$ cat config.mk
export PLATFORM = sky130hd
export DESIGN_NAME = product_serializer_flat
export DESIGN_NICKNAME = d
export VERILOG_FILES = /design/src/rtl/product_serializer_pkg.sv /design/src/rtl/product_serializer_if.sv /design/src/rtl/serializer_bit_counter.sv /design/src/rtl/product_serializer.sv /design/src/flat_wrapper.sv
export SDC_FILE = /design/constraint.sdc
export NUM_CORES = 1
export LEC_CHECK = 0
export BUFFER_PORTS_ARGS = -buffer_cell sky130_fd_sc_hd__buf_2
export CORE_AREA = 2 2 39 41
export CTS_BUF_LIST = sky130_fd_sc_hd__clkbuf_4 sky130_fd_sc_hd__clkbuf_8
export CTS_CLUSTER_DIAMETER = 120
export DETAILED_ROUTE_END_ITERATION = 6
export DIE_AREA = 0 0 41 43
export PLACE_DENSITY = 0.78
export SLEW_MARGIN = 20
export SYNTH_ARGS = -nofsm -noshare
export SYNTH_HDL_FRONTEND = slang
export SYNTH_SLANG_ARGS = --single-unit
$ cat constraint.sdc
create_clock -name clk -period 2.35 [get_ports clk]
set_input_delay 0.1175 -clock clk [delete_from_list [all_inputs] [get_ports clk]]
set_output_delay 0.1175 -clock clk [all_outputs]
set_load 0.1 [all_outputs]
$ cat src/rtl/product_serializer_pkg.sv
// ---------------------------------------------------------------------------
// product_serializer_pkg
// Shared definitions for the multiplier product serializer: the default
// word width (product width of the 4x4 multiplier), the FSM state encoding
// and a helper that sizes the bit counter.
// No ports (package).
// ---------------------------------------------------------------------------
package product_serializer_pkg;

    localparam int WIDTH_DEFAULT = 8;

    typedef enum logic {
        IDLE  = 1'b0,
        SHIFT = 1'b1
    } state_t;

    // The counter has to be able to hold the value WIDTH, so it gets
    // ceil(log2(WIDTH+1)) bits.
    function automatic int cntWidth(input int w);
        return $clog2(w + 1);
    endfunction

endpackage

$ cat src/rtl/product_serializer_if.sv
// ---------------------------------------------------------------------------
// product_serializer_if
// Groups the parallel-load and serial-output handshake of the serializer.
//   in         : parallel word, sampled on an accepted load
//   load       : load request, honoured only while not busy
//   ready      : downstream takes the current serial bit this cycle
//   sout       : serial data bit, LSB first
//   sout_valid : sout holds a valid bit
//   busy       : a word is in flight
//   done       : one-cycle pulse after the final bit transfers
// Modports: master (word source / bit sink), slave (the serializer).
// ---------------------------------------------------------------------------
interface product_serializer_if
    import product_serializer_pkg::*;
#(
    parameter int WIDTH = WIDTH_DEFAULT
);

    logic [WIDTH-1:0] in;
    logic             load;
    logic             ready;
    logic             sout;
    logic             sout_valid;
    logic             busy;
    logic             done;

    modport master (
        output in, load, ready,
        input  sout, sout_valid, busy, done
    );

    modport slave (
        input  in, load, ready,
        output sout, sout_valid, busy, done
    );

endinterface

$ cat src/rtl/serializer_bit_counter.sv
// ---------------------------------------------------------------------------
// serializer_bit_counter
// Counts transferred bits of the current word.
//   clk  : rising-edge clock
//   clr  : synchronous active-high clear (reset or start/end of a word)
//   en_i : count enable, one per transferred bit
//   tc_o : terminal count, high while the counter sits on LAST
// ---------------------------------------------------------------------------
module serializer_bit_counter #(
    parameter int CW   = 4,
    parameter int LAST = 7
) (
    input  logic clk,
    input  logic clr,
    input  logic en_i,
    output logic tc_o
);

    logic [CW-1:0] count_q;
    logic [CW-1:0] count_d;

    always_comb begin
        count_d = count_q;
        if (en_i) begin
            count_d = count_q + CW'(1);
        end
    end

    always_ff @(posedge clk) begin
        if (clr) begin
            count_q <= '0;
        end else begin
            count_q <= count_d;
        end
    end

    assign tc_o = (count_q == CW'(LAST));

endmodule

$ cat src/rtl/product_serializer.sv
// ---------------------------------------------------------------------------
// product_serializer
// Loads a parallel multiplier product and shifts it out LSB first under a
// valid/ready handshake, pulsing done for one cycle after the last bit.
//   clk : rising-edge clock
//   clr : synchronous active-high reset
//   bus : product_serializer_if.slave (in, load, ready, sout, sout_valid,
//         busy, done)
// Optional build macro SERIALIZER_PARITY_EN appends an even-parity bit
// (XOR of the captured word) after bit WIDTH-1.
// ---------------------------------------------------------------------------
module product_serializer
    import product_serializer_pkg::*;
#(
    parameter int WIDTH = WIDTH_DEFAULT
) (
    input  logic                clk,
    input  logic                clr,
    product_serializer_if.slave bus
);

`ifdef SERIALIZER_PARITY_EN
    localparam int NBITS = WIDTH + 1;
`else
    localparam int NBITS = WIDTH;
`endif
    localparam int CW = cntWidth(WIDTH);

    state_t           state_q, state_d;
    logic [NBITS-1:0] shift_q, shift_d;
    logic             done_q, done_d;
    logic             cntClear;
    logic             cntEn;
    logic             cntTc;

    // Next-state logic. In SHIFT a transfer happens whenever ready is high
    // because sout_valid is always asserted there. The counter is cleared on
    // the final transfer as well, so it rests at zero between words.
    always_comb begin
        state_d  = state_q;
        shift_d  = shift_q;
        done_d   = 1'b0;
        cntClear = 1'b0;
        cntEn    = 1'b0;
        case (state_q)
            IDLE: begin
                if (bus.load) begin
`ifdef SERIALIZER_PARITY_EN
                    shift_d = {^bus.in, bus.in};
`else
                    shift_d = bus.in;
`endif
                    cntClear = 1'b1;
                    state_d  = SHIFT;
                end
            end
            SHIFT: begin
                if (bus.ready) begin
                    shift_d = shift_q >> 1;
                    cntEn   = 1'b1;
                    if (cntTc) begin
                        cntClear = 1'b1;
                        done_d   = 1'b1;
                        state_d  = IDLE;
                    end
                end
            end
            default: begin
                state_d = IDLE;
            end
        endcase
    end

    // State, data and done registers; clr wins over everything.
    always_ff @(posedge clk) begin
        if (clr) begin
            state_q <= IDLE;
            shift_q <= '0;
            done_q  <= 1'b0;
        end else begin
            state_q <= state_d;
            shift_q <= shift_d;
            done_q  <= done_d;
        end
    end

    serializer_bit_counter #(
        .CW   (CW),
        .LAST (NBITS - 1)
    ) u_bitCounter (
        .clk  (clk),
        .clr  (clr | cntClear),
        .en_i (cntEn),
        .tc_o (cntTc)
    );

    assign bus.busy       = (state_q == SHIFT);
    assign bus.sout_valid = (state_q == SHIFT);
    assign bus.sout       = (state_q == SHIFT) & shift_q[0];
    assign bus.done       = done_q;

endmodule

$ cat src/flat_wrapper.sv
// flat-port wrapper written by rule: the top's interface ports become plain ports
module product_serializer_flat import product_serializer_pkg::*;
#(
    parameter int WIDTH = WIDTH_DEFAULT
)
  (clk, clr, bus_in, bus_load, bus_ready, bus_sout, bus_sout_valid, bus_busy, bus_done);
  product_serializer_if #(.WIDTH(WIDTH)) bus_i ();
  input  logic clk;
  input  logic clr;
  input wire logic [$bits(bus_i.in)-1:0] bus_in;
  input wire logic [$bits(bus_i.load)-1:0] bus_load;
  input wire logic [$bits(bus_i.ready)-1:0] bus_ready;
  output wire logic [$bits(bus_i.sout)-1:0] bus_sout;
  output wire logic [$bits(bus_i.sout_valid)-1:0] bus_sout_valid;
  output wire logic [$bits(bus_i.busy)-1:0] bus_busy;
  output wire logic [$bits(bus_i.done)-1:0] bus_done;
  assign bus_i.in = bus_in;
  assign bus_i.load = bus_load;
  assign bus_i.ready = bus_ready;
  assign bus_sout = bus_i.sout;
  assign bus_sout_valid = bus_i.sout_valid;
  assign bus_busy = bus_i.busy;
  assign bus_done = bus_i.done;
  product_serializer #(.WIDTH(WIDTH)) u_core (.clk(clk), .clr(clr), .bus(bus_i));
endmodule
; ---- Yosys cells after proc, flatten, opt, wreduce, memory -nomap -nowiden
; Index checks and enable logic that the tools add are counted.
[classes]
n_addsub = 1
eq_ne = 3
mux = 12
bitwise_logic = 3
n_reduce_logical = 2
[ops]
columns = cell, count
row1 = 8-bit two-way mux, 2
row2 = 8-bit one-hot mux with 2 select lines, 1
row3 = 1-bit two-way mux, 7
row4 = "4-bit by 1-bit adder with 4-bit output, second input constant", 1
row5 = "4-bit by 3-bit == test with 1-bit output, second input constant", 1
row6 = "2-bit inequality test, second input constant", 2
row7 = 1-bit one-hot mux with 2 select lines, 2
row8 = 2-bit AND reduction, 1
row9 = 2-bit OR reduction, 1
row10 = 1-bit AND, 1
row11 = 1-bit NOT, 1
row12 = 1-bit bitwise OR, 1
[word_totals]
reg_bits = 14
in_bits = 12
output_inout_bits = 4
wordCells = 25

; ---- Depth between registers and ports, before layout
; Gate-level depths: netlist of the first run.
[logic_depth]
depth_word = 5
mapped_depth = 5

; ---- By module
; Synthesis of the first run repeated with hierarchy kept, for this count alone.
[unflattened]
hier_cells = 65
hier_area_um2 = 698.2
[modules_own_cells]
columns = mod, n_inst, cells_each, area_each_um2, seq_area_each_um2
row1 = product_serializer, 1, 47, 511.7, 200.2
row2 = serializer_bit_counter, 1, 18, 186.4, 80.1

; ---- Worst setup path after synthesis of the first run
; No wires, ideal clock.
[synth_path]
path_type = register -> output
start = register u_core.state_q, in the netlist u_core.bus.busy
end = output bus_sout
arrival_ps = 2190
setup_slack_ps = 42
path_stages_with_launch = 4
path_buffers = 2
cell_sequence = dfxtp_1 -> buf_6 -> buf_2 -> and2_1
[synth_between]
elab_chain_cells = 1
[synth_lines]
columns = element, line
row1 = start: declaration, product_serializer.sv:29  ; state_t state_q, state_d;
row2 = start signal: assignment, product_serializer.sv:81  ; state_q <= state_d;
row3 = 1-bit AND, product_serializer.sv:99  ; assign bus.sout = (state_q == SHIFT) & shift_q[0];
row4 = end: declaration, flat_wrapper.sv:13  ; output wire logic [$bits(bus_i.sout)-1:0] bus_sout;
; Every way passes these cells.

; ---- Worst setup path in the final report of the first run
[layout_path]
start = register u_core.state_q, in the netlist u_core.bus.busy
end = output bus_busy
[layout_lines]
columns = element, line
row1 = end: declaration, flat_wrapper.sv:15  ; output wire logic [$bits(bus_i.busy)-1:0] bus_busy;
; No word-level cell between the ends.

==> results of run 1 <==
-- sequential cells by signal, summed over array words and instances (netlist names) --
| name | count |
|---|---|
| u_core.bus.busy | 1 |
| u_core.shift_q | 8 |
| u_core.u_bitCounter.count_q | 4 |
| u_core.bus.done | 1 |
-- layout make-up --
type,instances,area [sq um]
multi-input cells,46,373
fillers,131,598
well taps,16,20.0
repair buffers,16,82.6
clock buffers,3,22.5
flip-flops and latches,14,280
inverters,2,7.51
-- synthesized netlist by cell type (2+ instances only) --
| cell | number | share of area |
|---|---|---|
| nand2b_1 | 2 | 0.018 |
| dfxtp_1 | 14 | 0.40 |
| nand2_1 | 2 | 0.011 |
| nand3_1 | 2 | 0.014 |
| a211oi_2 | 8 | 0.14 |
| mux2_4 | 2 | 0.043 |
| buf_6 | 2 | 0.032 |
| inv_1 | 2 | 0.011 |
| a21oi_1 | 3 | 0.021 |
| nor2_1 | 10 | 0.054 |
| mux2i_1 | 7 | 0.10 |
-- tightest hold or removal path, delay by kind of cell --
family | cells | cell delay (ns)
buffers and inverters | 1 | 0.10
AOI/OAI and AO/OA | 1 | 0.05
and+or+nand+nor | 1 | 0.07
-- per-layer routing --
layer,up-vias,GRT usage,part of all wire
li1,267,-,-
met1,238,0.225,0.45
met2,12,0.291,0.50
met3,2,0.0366,0.039
met4,0,0.140,0.011
met5,-,0,0
-- placed cells by master (no fill, tap or decap), drive strengths merged, types with 2 or more instances in the layout --
| cell | netlist | layout |
|---|---|---|
| buf | 4 | 16 |
| inv | 2 | 2 |
| mux2i | 7 | 7 |
| a21oi | 3 | 3 |
| nand3 | 2 | 2 |
| mux2 | 2 | 2 |
| nand2 | 2 | 2 |
| nor2 | 11 | 11 |
| nand2b | 2 | 2 |
| dfxtp | 14 | 14 |
| a211oi | 9 | 9 |
| clkbuf | 1 | 3 |
-- power by group through the flow --
| stage | Sequential [mW] | Combinational (mW) | Clock (mW) |
|---|---|---|---|
| 6_report | 0.263 | 0.103 | 0.132 |
| 5_1_grt | 0.264 | 0.111 | 0.147 |
| 4_1_cts | 0.263 | 0.104 | 0.135 |
| 3_5_place_dp | 0.268 | 0.104 | 0 |
| 3_3_place_gp | 0.267 | 0.101 | 0 |
| 2_1_floorplan | 0.272 | 0.0812 | 0 |
-- cell families (layout without fill, tap and decap cells) --
family,after synthesis,count (layout)
simple gates,22,22
buf+inv,7,21
compound gates,14,14
fa+ha+maj,1,1
mux,9,9
flops,14,14
-- metrics by stage --
step,util,worst slack [ns]
after global routing,0.568,0.685
after global placement,0.552,1.04
after floorplan,-,0.0421
after CTS,0.568,0.735
after detailed placement,0.552,1.01
final,0.568,0.743
-- worst min path at each step --
stage	from	endpoint	slack, ns	cells after the start
after global routing	bus_in[7]	u_core.shift_q[7]	0.13	3
after global placement	bus_in[7]	u_core.shift_q[7]	0.40	3
after floorplan	bus_load	u_core.bus.busy	0.27	2
after CTS	bus_in[7]	u_core.shift_q[7]	0.11	3
after detailed placement	bus_in[7]	u_core.shift_q[7]	0.40	3
final	bus_in[7]	u_core.shift_q[7]	0.11	3
==> results.sh, run 1 <==
export IMPL_status="completed"
export IMPL_power_mw=0.497
export IMPL_fin_tns_setup_ns=0
export IMPL_io_buffers=15
export IMPL_worst_pin_slew_ns=0.496
export IMPL_r2r_start="u_core.bus.busy"
export IMPL_synthToLayoutAreaGrowth_pct=12.3
export IMPL_yosys_area_share_simple=0.165
export IMPL_cp_cell_sequence="buf_4, buf_2"
export IMPL_p_sw_mw=0.148
export IMPL_postCtsSetupBuffers=0
export IMPL_gp_congestion=0.696
export IMPL_vias_per_cell=5.35
export IMPL_clk_latency_ns=0.27
export IMPL_root_buffer="clkbuf_4"
export IMPL_critical_path_max_stage_delay_ns=0.50
export IMPL_final_hold_violation_count=0
export IMPL_synth_xor_area_frac=0
export IMPL_finish_instance_area_sq_um=786
export IMPL_slew_violations=0
export IMPL_synthCells=67
export IMPL_fin_hold_ws_ns=0.108
export IMPL_p_int_mw=0.349
export IMPL_muxShareOfSynthArea=0.143
export IMPL_clkPwrFrac=0.265
export IMPL_grt_pass1_wl_microns=2220
export IMPL_dieArea_sq_mm=0.00176
export IMPL_synth_edf_count=0
export IMPL_rsz0062_at_grt="false"
export IMPL_vdd_drop_max_mv=0.409
export IMPL_async_flop_share=0
export IMPL_n_antenna_cell=0
export IMPL_ctsHtreeMaxLevel=1
export IMPL_fin_crit_sh=0.684
export IMPL_numClockSinks=14
export IMPL_dpl_cell_count=94
export IMPL_cts_tree="done"
export IMPL_routed_via_count=519
export IMPL_antenna_found_initial=0
export IMPL_cp_slowest_cell="dfxtp_1"
export IMPL_combPwrFrac=0.207
export IMPL_die_y_microns=43
export IMPL_grt_max_degree=18
export IMPL_coreArea_sq_mm=0.00138
export IMPL_cts_inserted_buffers=3
export IMPL_grt_use_total=0.192
export IMPL_crit_required_ns=2.23
export IMPL_critPathLaunchType="flip-flop"
export IMPL_crit_start="u_core.bus.busy"
export IMPL_p_leak_nw=0.323
export IMPL_synth_compound_area_share=0.208
export IMPL_place_hpwl_microns=1020
export IMPL_crit_type="reg -> out"
export IMPL_hold_class="in -> reg"
export IMPL_min_period_ns=1.61
export IMPL_synthAdderAreaFrac=0.0179
export IMPL_postRouteWirelength_microns=1320
export IMPL_instances_no_fill=97
export IMPL_cts_resized=0
export IMPL_ys_types=24
export IMPL_overflow=0
export IMPL_synth_top_family_by_area="compound AO/OA/AOI/OAI gates"
export IMPL_crit_cells=2
export IMPL_crit_end="bus_busy"
export IMPL_num_nets_final=96
export IMPL_ant_nets=0
export IMPL_critPathTopFamily="buffers and inverters"
export IMPL_crit_buf_inv=2
export IMPL_slew_headroom=0.672
export IMPL_clk_pin_slew_ns=0.08
export IMPL_crit_fanout=12
export IMPL_drt_pass1_iterations=4
export IMPL_floorplan_die_width_microns=41
export IMPL_power_per_cell_area_mw_per_mm2=633
export IMPL_drive_above_1_share=0.395
export IMPL_r2r_end="u_core.u_bitCounter.count_q[0]"
export IMPL_setup_viol=0
export IMPL_seqPwrFrac=0.528
export IMPL_ys_ff_latch=14
export IMPL_r2r_cells=3
export IMPL_drt_initial_drc_count=3
export IMPL_drv_cap=0
export IMPL_drc=0
export IMPL_grt_pass1_vias=513
export IMPL_synth_net_count=80
export IMPL_start_util=0.505
export IMPL_synth_ff_type="dfxtp_1"
export IMPL_critPathArrivalTime_ns=1.49
export IMPL_synthesis_area_sq_um=699
export IMPL_yosysSeqAreaShare=0.401
export IMPL_row_count=14
export IMPL_swShare=0.297
export IMPL_endpoint_kind="output port"
export IMPL_wl_per_cell_microns=13.6
export IMPL_fmax_ghz=0.622
export IMPL_pin_count=16
export IMPL_synth_avg_cell_area_sq_um=10.4
export IMPL_cts_buffer_depth=2
export IMPL_skew_ns=0.00702
export IMPL_yosys_warnings=0
export IMPL_timing_reg2reg_setup_slack_ns=1.01
export IMPL_hold_buffers=0
export IMPL_place_area_sq_um=763
(Power assumes the default switching activity.)
==> inputs of run 2 (changes only) <==
Settings changed: ABC_AREA from default to 1, PLACE_DENSITY 0.78 to 0.76.
Clock period 2.35 ns to 1.6 ns, I/O delays scaled along.
==> results.sh, run 2 <==
export IMPL_floorplan_die_width_microns=41
export IMPL_crit_buf_inv=2
export IMPL_ff_latch_area_sq_um=282
export IMPL_die_y_microns=43
export IMPL_cp_slowest_cell="dfxtp_2"
export IMPL_synth_common_cells="31 x nand2_1, 21 x nor2_1, 14 x dfxtp_1"
export IMPL_row_count=14
export IMPL_fin_hold_ws_ns=0.0580
export IMPL_wl_per_cell_microns=9.34
export IMPL_yosysSeqAreaShare=0.417
export IMPL_antenna_found_initial=0
export IMPL_clk_pin_slew_ns=0.09
export IMPL_yosys_warnings=0
export IMPL_min_period_ns=1.47
export IMPL_slew_headroom=0.679
export IMPL_drc=0
export IMPL_drv_cap=0
export IMPL_cts_inserted_buffers=3
export IMPL_power_per_cell_area_mw_per_mm2=969
export IMPL_n_fill_cell=133
export IMPL_n_antenna_cell=0
export IMPL_hold_class="in -> reg"
export IMPL_endpoint_kind="output port"
export IMPL_fin_crit_sh=0.920
export IMPL_synthCells=100
export IMPL_drt_pass1_iterations=7
export IMPL_async_flop_share=0
export IMPL_critical_path_max_stage_delay_ns=0.49
export IMPL_crit_required_ns=1.52
export IMPL_largest_reg_flops=8
export IMPL_overflow=0
export IMPL_final_hold_violation_count=0
export IMPL_grt_max_degree=16
export IMPL_pin_count=16
export IMPL_crit_type="reg -> out"
export IMPL_ys_ff_latch=14
export IMPL_status="completed"
export IMPL_root_buffer="clkbuf_4"
export IMPL_postRouteWirelength_microns=1250
export IMPL_regMostFlops="u_core.shift_q"
export IMPL_synthesis_area_sq_um=672
export IMPL_postCtsSetupBuffers=0
export IMPL_synthToLayoutAreaGrowth_pct=19.6
export IMPL_largest_registers="u_core.shift_q x8, u_core.u_bitCounter.count_q x4"
export IMPL_ys_types=17
export IMPL_routed_via_count=652
export IMPL_critPathLaunchType="flip-flop"
export IMPL_multi_input_area_sq_um=340
export IMPL_synth_avg_cell_area_sq_um=6.72
export IMPL_synth_area_leader_cell="dfxtp_1"
export IMPL_cts_buffer_depth=2
export IMPL_skew_ns=0.00533
export IMPL_final_common_cell="nand2_1"
export IMPL_drive_above_1_share=0.237
export IMPL_numClockSinks=14
export IMPL_drt_initial_drc_count=14
export IMPL_crit_fanout=15
export IMPL_yosys_cell_count_top_type="nand2_1"
export IMPL_ant_nets=0
export IMPL_start_util=0.486
export IMPL_num_nets_final=132
export IMPL_cts_tree="done"
export IMPL_synth_net_count=113
export IMPL_clk_latency_ns=0.28
export IMPL_grt_pass1_vias=530
export IMPL_rsz0062_at_grt="false"
export IMPL_setup_viol=0
export IMPL_synth_edf_count=0
export IMPL_grt_pass1_wl_microns=2130
export IMPL_io_buffers=15
export IMPL_synth_ff_type="dfxtp_1"
export IMPL_gp_congestion=0.760
export IMPL_cp_cell_sequence="nand2_1, clkinvlp_4, buf_2"
export IMPL_critPathTopFamily="flip-flops"
export IMPL_fmax_ghz=0.679
export IMPL_critPathArrivalTime_ns=1.39
export IMPL_post_route_util=0.580
export IMPL_grt_use_total=0.179
export IMPL_synthTopCellsByArea="dfxtp_1 42%, nand2_1 17%, nor2_1 12%"
export IMPL_vdd_drop_max_mv=0.518
export IMPL_coreArea_sq_mm=0.00138
export IMPL_worst_pin_slew_ns=0.484
export IMPL_fin_tns_setup_ns=0
export IMPL_slew_violations=0
export IMPL_dieArea_sq_mm=0.00176
export IMPL_final_cell_mix="31 x nand2_1, 21 x nor2_1, 15 x buf_2"
export IMPL_vias_per_cell=4.87
export IMPL_place_hpwl_microns=910
export IMPL_ctsHtreeMaxLevel=1
export IMPL_netlist_area_leader_share=0.417
export IMPL_p_leak_nw=0.399
run 2: cell count changes after synthesis, moves of 3 or more:
cell | previous run | this run
a211oi_2 | 8 | 0
nand3_1 | 2 | 5
o21ai_0 | 1 | 7
mux2i_1 | 7 | 0
nand2_1 | 2 | 31
inv_1 | 2 | 7
nor2_1 | 10 | 21
run 2: final timing paths:
| check | to | from | slack, ns | cells past startpoint |
|---|---|---|---|---|
| max | bus_sout | u_core.bus.busy | 0.13 | 3 |
| min | u_core.shift_q[7] | bus_in[7] | 0.06 | 3 |
| max reg2reg | u_core.u_bitCounter.count_q[3] | u_core.bus.busy | 0.42 | 5 |
| min reg2reg | u_core.shift_q[5] | u_core.shift_q[5] | 0.51 | 2 |
run 2: metrics by stage:
stage / cell area, sq um / std cells / total power, mW / setup WS (ns)
after detailed placement: 757 / 129 / 0.527 / 0.434
after global routing: 803 / 134 / 0.819 / 0.0194
after global placement: 757 / 129 / 0.525 / 0.450
after CTS: 803 / 134 / 0.788 / 0.108
final: 803 / 134 / 0.778 / 0.127
after floorplan: 677 / 100 / 0.497 / 0.156
run 2: layer usage:
layer / GRT usage / routed length, microns
met4: 0.120 / 22
met1: 0.217 / 594
met3: 0.0471 / 83
met2: 0.263 / 552
met5: 0 / 0
run 2: what timing repair did:
action | in CTS | in global routing
resized for setup | 0 | 0
hold endpoints to repair | 2 | 0
hold buffers | 1 | 0
run 2: area by class of cell:
| type | count | share of cell area |
|---|---|---|
| Multi-Input combinational cell | 75 | 0.424 |
| Sequential cell | 14 | 0.350 |
| Timing Repair Buffer | 16 | 0.106 |
| Inverter | 9 | 0.0498 |
| Clock buffer | 4 | 0.0452 |
| Tap cell | 16 | 0.0249 |
run 2: cell families after synthesis:
logic type / share of synthesized area
compound gates: 0.0931
fa+ha+maj: 0.0186
buf+inv: 0.0764
flops: 0.417
simple gates: 0.395
run 2: worst min-delay path, stage by stage:
cell and delay (ns):
buf_2 0.09, nand3_1 0.07, a21oi_1 0.06
run 2: where the power goes:
group          internal, mW  switching [mW]
sequential            0.370          0.0167
clock                 0.139           0.119
combinational        0.0414          0.0925
total                 0.550           0.228
==> inputs of run 3 (changes only) <==
Clock period 1.6 ns to 1.9 ns, I/O delays scaled along.
==> results.sh, run 3 (synthesized netlist as in run 2, its figures left out) <==
export IMPL_worst_pin_slew_ns=0.486
export IMPL_p_leak_nw=0.409
export IMPL_swShare=0.287
export IMPL_grt_max_degree=16
export IMPL_slew_headroom=0.678
export IMPL_drc=0
export IMPL_coreArea_sq_mm=0.00138
export IMPL_rsz0062_at_grt="false"
export IMPL_hold_class="in -> reg"
export IMPL_seqPwrFrac=0.503
export IMPL_routed_via_count=632
export IMPL_ctsHtreeMaxLevel=1
export IMPL_slew_violations=0
export IMPL_drt_initial_drc_count=5
export IMPL_p_int_mw=0.463
export IMPL_io_buffers=15
export IMPL_hold_start="bus_in[7]"
export IMPL_synthToLayoutAreaGrowth_pct=19.0
export IMPL_grt_use_total=0.173
export IMPL_drv_cap=0
export IMPL_crit_start="u_core.bus.busy"
export IMPL_fin_tns_setup_ns=0
export IMPL_clk_latency_ns=0.27
export IMPL_regMostFlops="u_core.shift_q"
export IMPL_power_mw=0.649
export IMPL_grt_pass1_vias=512
export IMPL_row_count=14
export IMPL_cts_inserted_buffers=3
export IMPL_cts_tree="done"
export IMPL_final_cell_mix="31 x nand2_1, 21 x nor2_1, 15 x buf_2"
export IMPL_postCtsSetupBuffers=0
export IMPL_vdd_drop_max_mv=0.432
export IMPL_wl_per_cell_microns=9.63
export IMPL_drt_pass1_iterations=4
export IMPL_status="completed"
export IMPL_largest_registers="u_core.shift_q x8, u_core.u_bitCounter.count_q x4"
export IMPL_r2r_start="u_core.bus.busy"
export IMPL_critPathArrivalTime_ns=1.32
export IMPL_grt_pass1_wl_microns=2040
export IMPL_gp_congestion=0.771
export IMPL_p_sw_mw=0.187
export IMPL_clkPwrFrac=0.324
export IMPL_fmax_ghz=0.708
export IMPL_pin_count=16
export IMPL_drive_above_1_share=0.229
export IMPL_die_y_microns=43
export IMPL_overflow=0
export IMPL_ant_nets=0
export IMPL_vias_per_cell=4.72
export IMPL_instances_no_fill=134
export IMPL_final_common_cell="nand2_1"
export IMPL_fin_hold_ws_ns=0.0926
export IMPL_power_per_cell_area_mw_per_mm2=812
export IMPL_post_route_util=0.578
export IMPL_crit_type="reg -> out"
export IMPL_cts_resized=0
export IMPL_antenna_found_initial=0
export IMPL_clk_pin_slew_ns=0.09
export IMPL_cts_buffer_depth=2
export IMPL_dpl_cell_count=129
export IMPL_skew_ns=0.00616
export IMPL_start_util=0.486
export IMPL_min_period_ns=1.41
export IMPL_endpoint_kind="output port"
export IMPL_final_hold_violation_count=0
export IMPL_critPathLaunchType="flip-flop"
export IMPL_combPwrFrac=0.173
export IMPL_setup_viol=0
export IMPL_floorplan_die_width_microns=41
export IMPL_numClockSinks=14
export IMPL_n_antenna_cell=0
export IMPL_crit_fanout=15
export IMPL_place_hpwl_microns=994
export IMPL_largest_reg_flops=8
export IMPL_num_nets_final=132
export IMPL_dieArea_sq_mm=0.00176
export IMPL_postRouteWirelength_microns=1290
export IMPL_crit_required_ns=1.80
export IMPL_root_buffer="clkbuf_4"
export IMPL_fin_crit_sh=0.744
-- run 3: layer usage --
layer | GRT usage | vias to the layer above | share of wire | routed length, microns
met1 | 0.209 | 275 | 0.48 | 622
met4 | 0.120 | 0 | 0.013 | 17
met3 | 0.0314 | 2 | 0.035 | 45
met5 | 0 | - | 0 | 0
li1 | - | 346 | - | -
met2 | 0.263 | 9 | 0.47 | 606
-- run 3: what timing repair did --
action | 4_1_cts | 5_1_grt
hold buffers | 1 | 0
setup endpoints to repair | 0 | 0
hold endpoints to repair | 2 | 0
-- run 3: stage by stage --
stage	setup slack [ns]	cell area [sq um]
2_1_floorplan	0.221	673
3_3_place_gp	0.745	753
3_5_place_dp	0.735	753
4_1_cts	0.478	800
5_1_grt	0.418	800
6_report	0.487	800
-- run 3: critical path, cell delays in order, from the launching register on --
cell and delay (ns):
dfxtp_2 0.49, nand2_1 0.09, inv_1 0.05, buf_2 0.41
-- run 3: layout make-up --
type	count	area (sq um)
sequential	14	282
clock buffer	4	36.3
timing repair buffer	16	85.1
inverter	9	36.3
multi-input combinational	75	340
tap	16	20.0
fill	136	584
-- run 3: final timing paths --
kind / to / slack (ns) / cells past startpoint
setup / recovery: bus_sout / 0.49 / 3
hold / removal: u_core.shift_q[7] / 0.09 / 3
setup reg to reg: u_core.u_bitCounter.count_q[3] / 0.73 / 5
hold reg to reg: u_core.shift_q[7] / 0.51 / 2
-- run 3: power by group through the flow --
stage / clock (mW) / combinational, mW / sequential [mW]
2_1_floorplan: 0 / 0.0799 / 0.338
3_3_place_gp: 0 / 0.110 / 0.333
3_5_place_dp: 0 / 0.112 / 0.333
4_1_cts: 0.219 / 0.114 / 0.327
5_1_grt: 0.227 / 0.126 / 0.329
6_report: 0.210 / 0.113 / 0.327
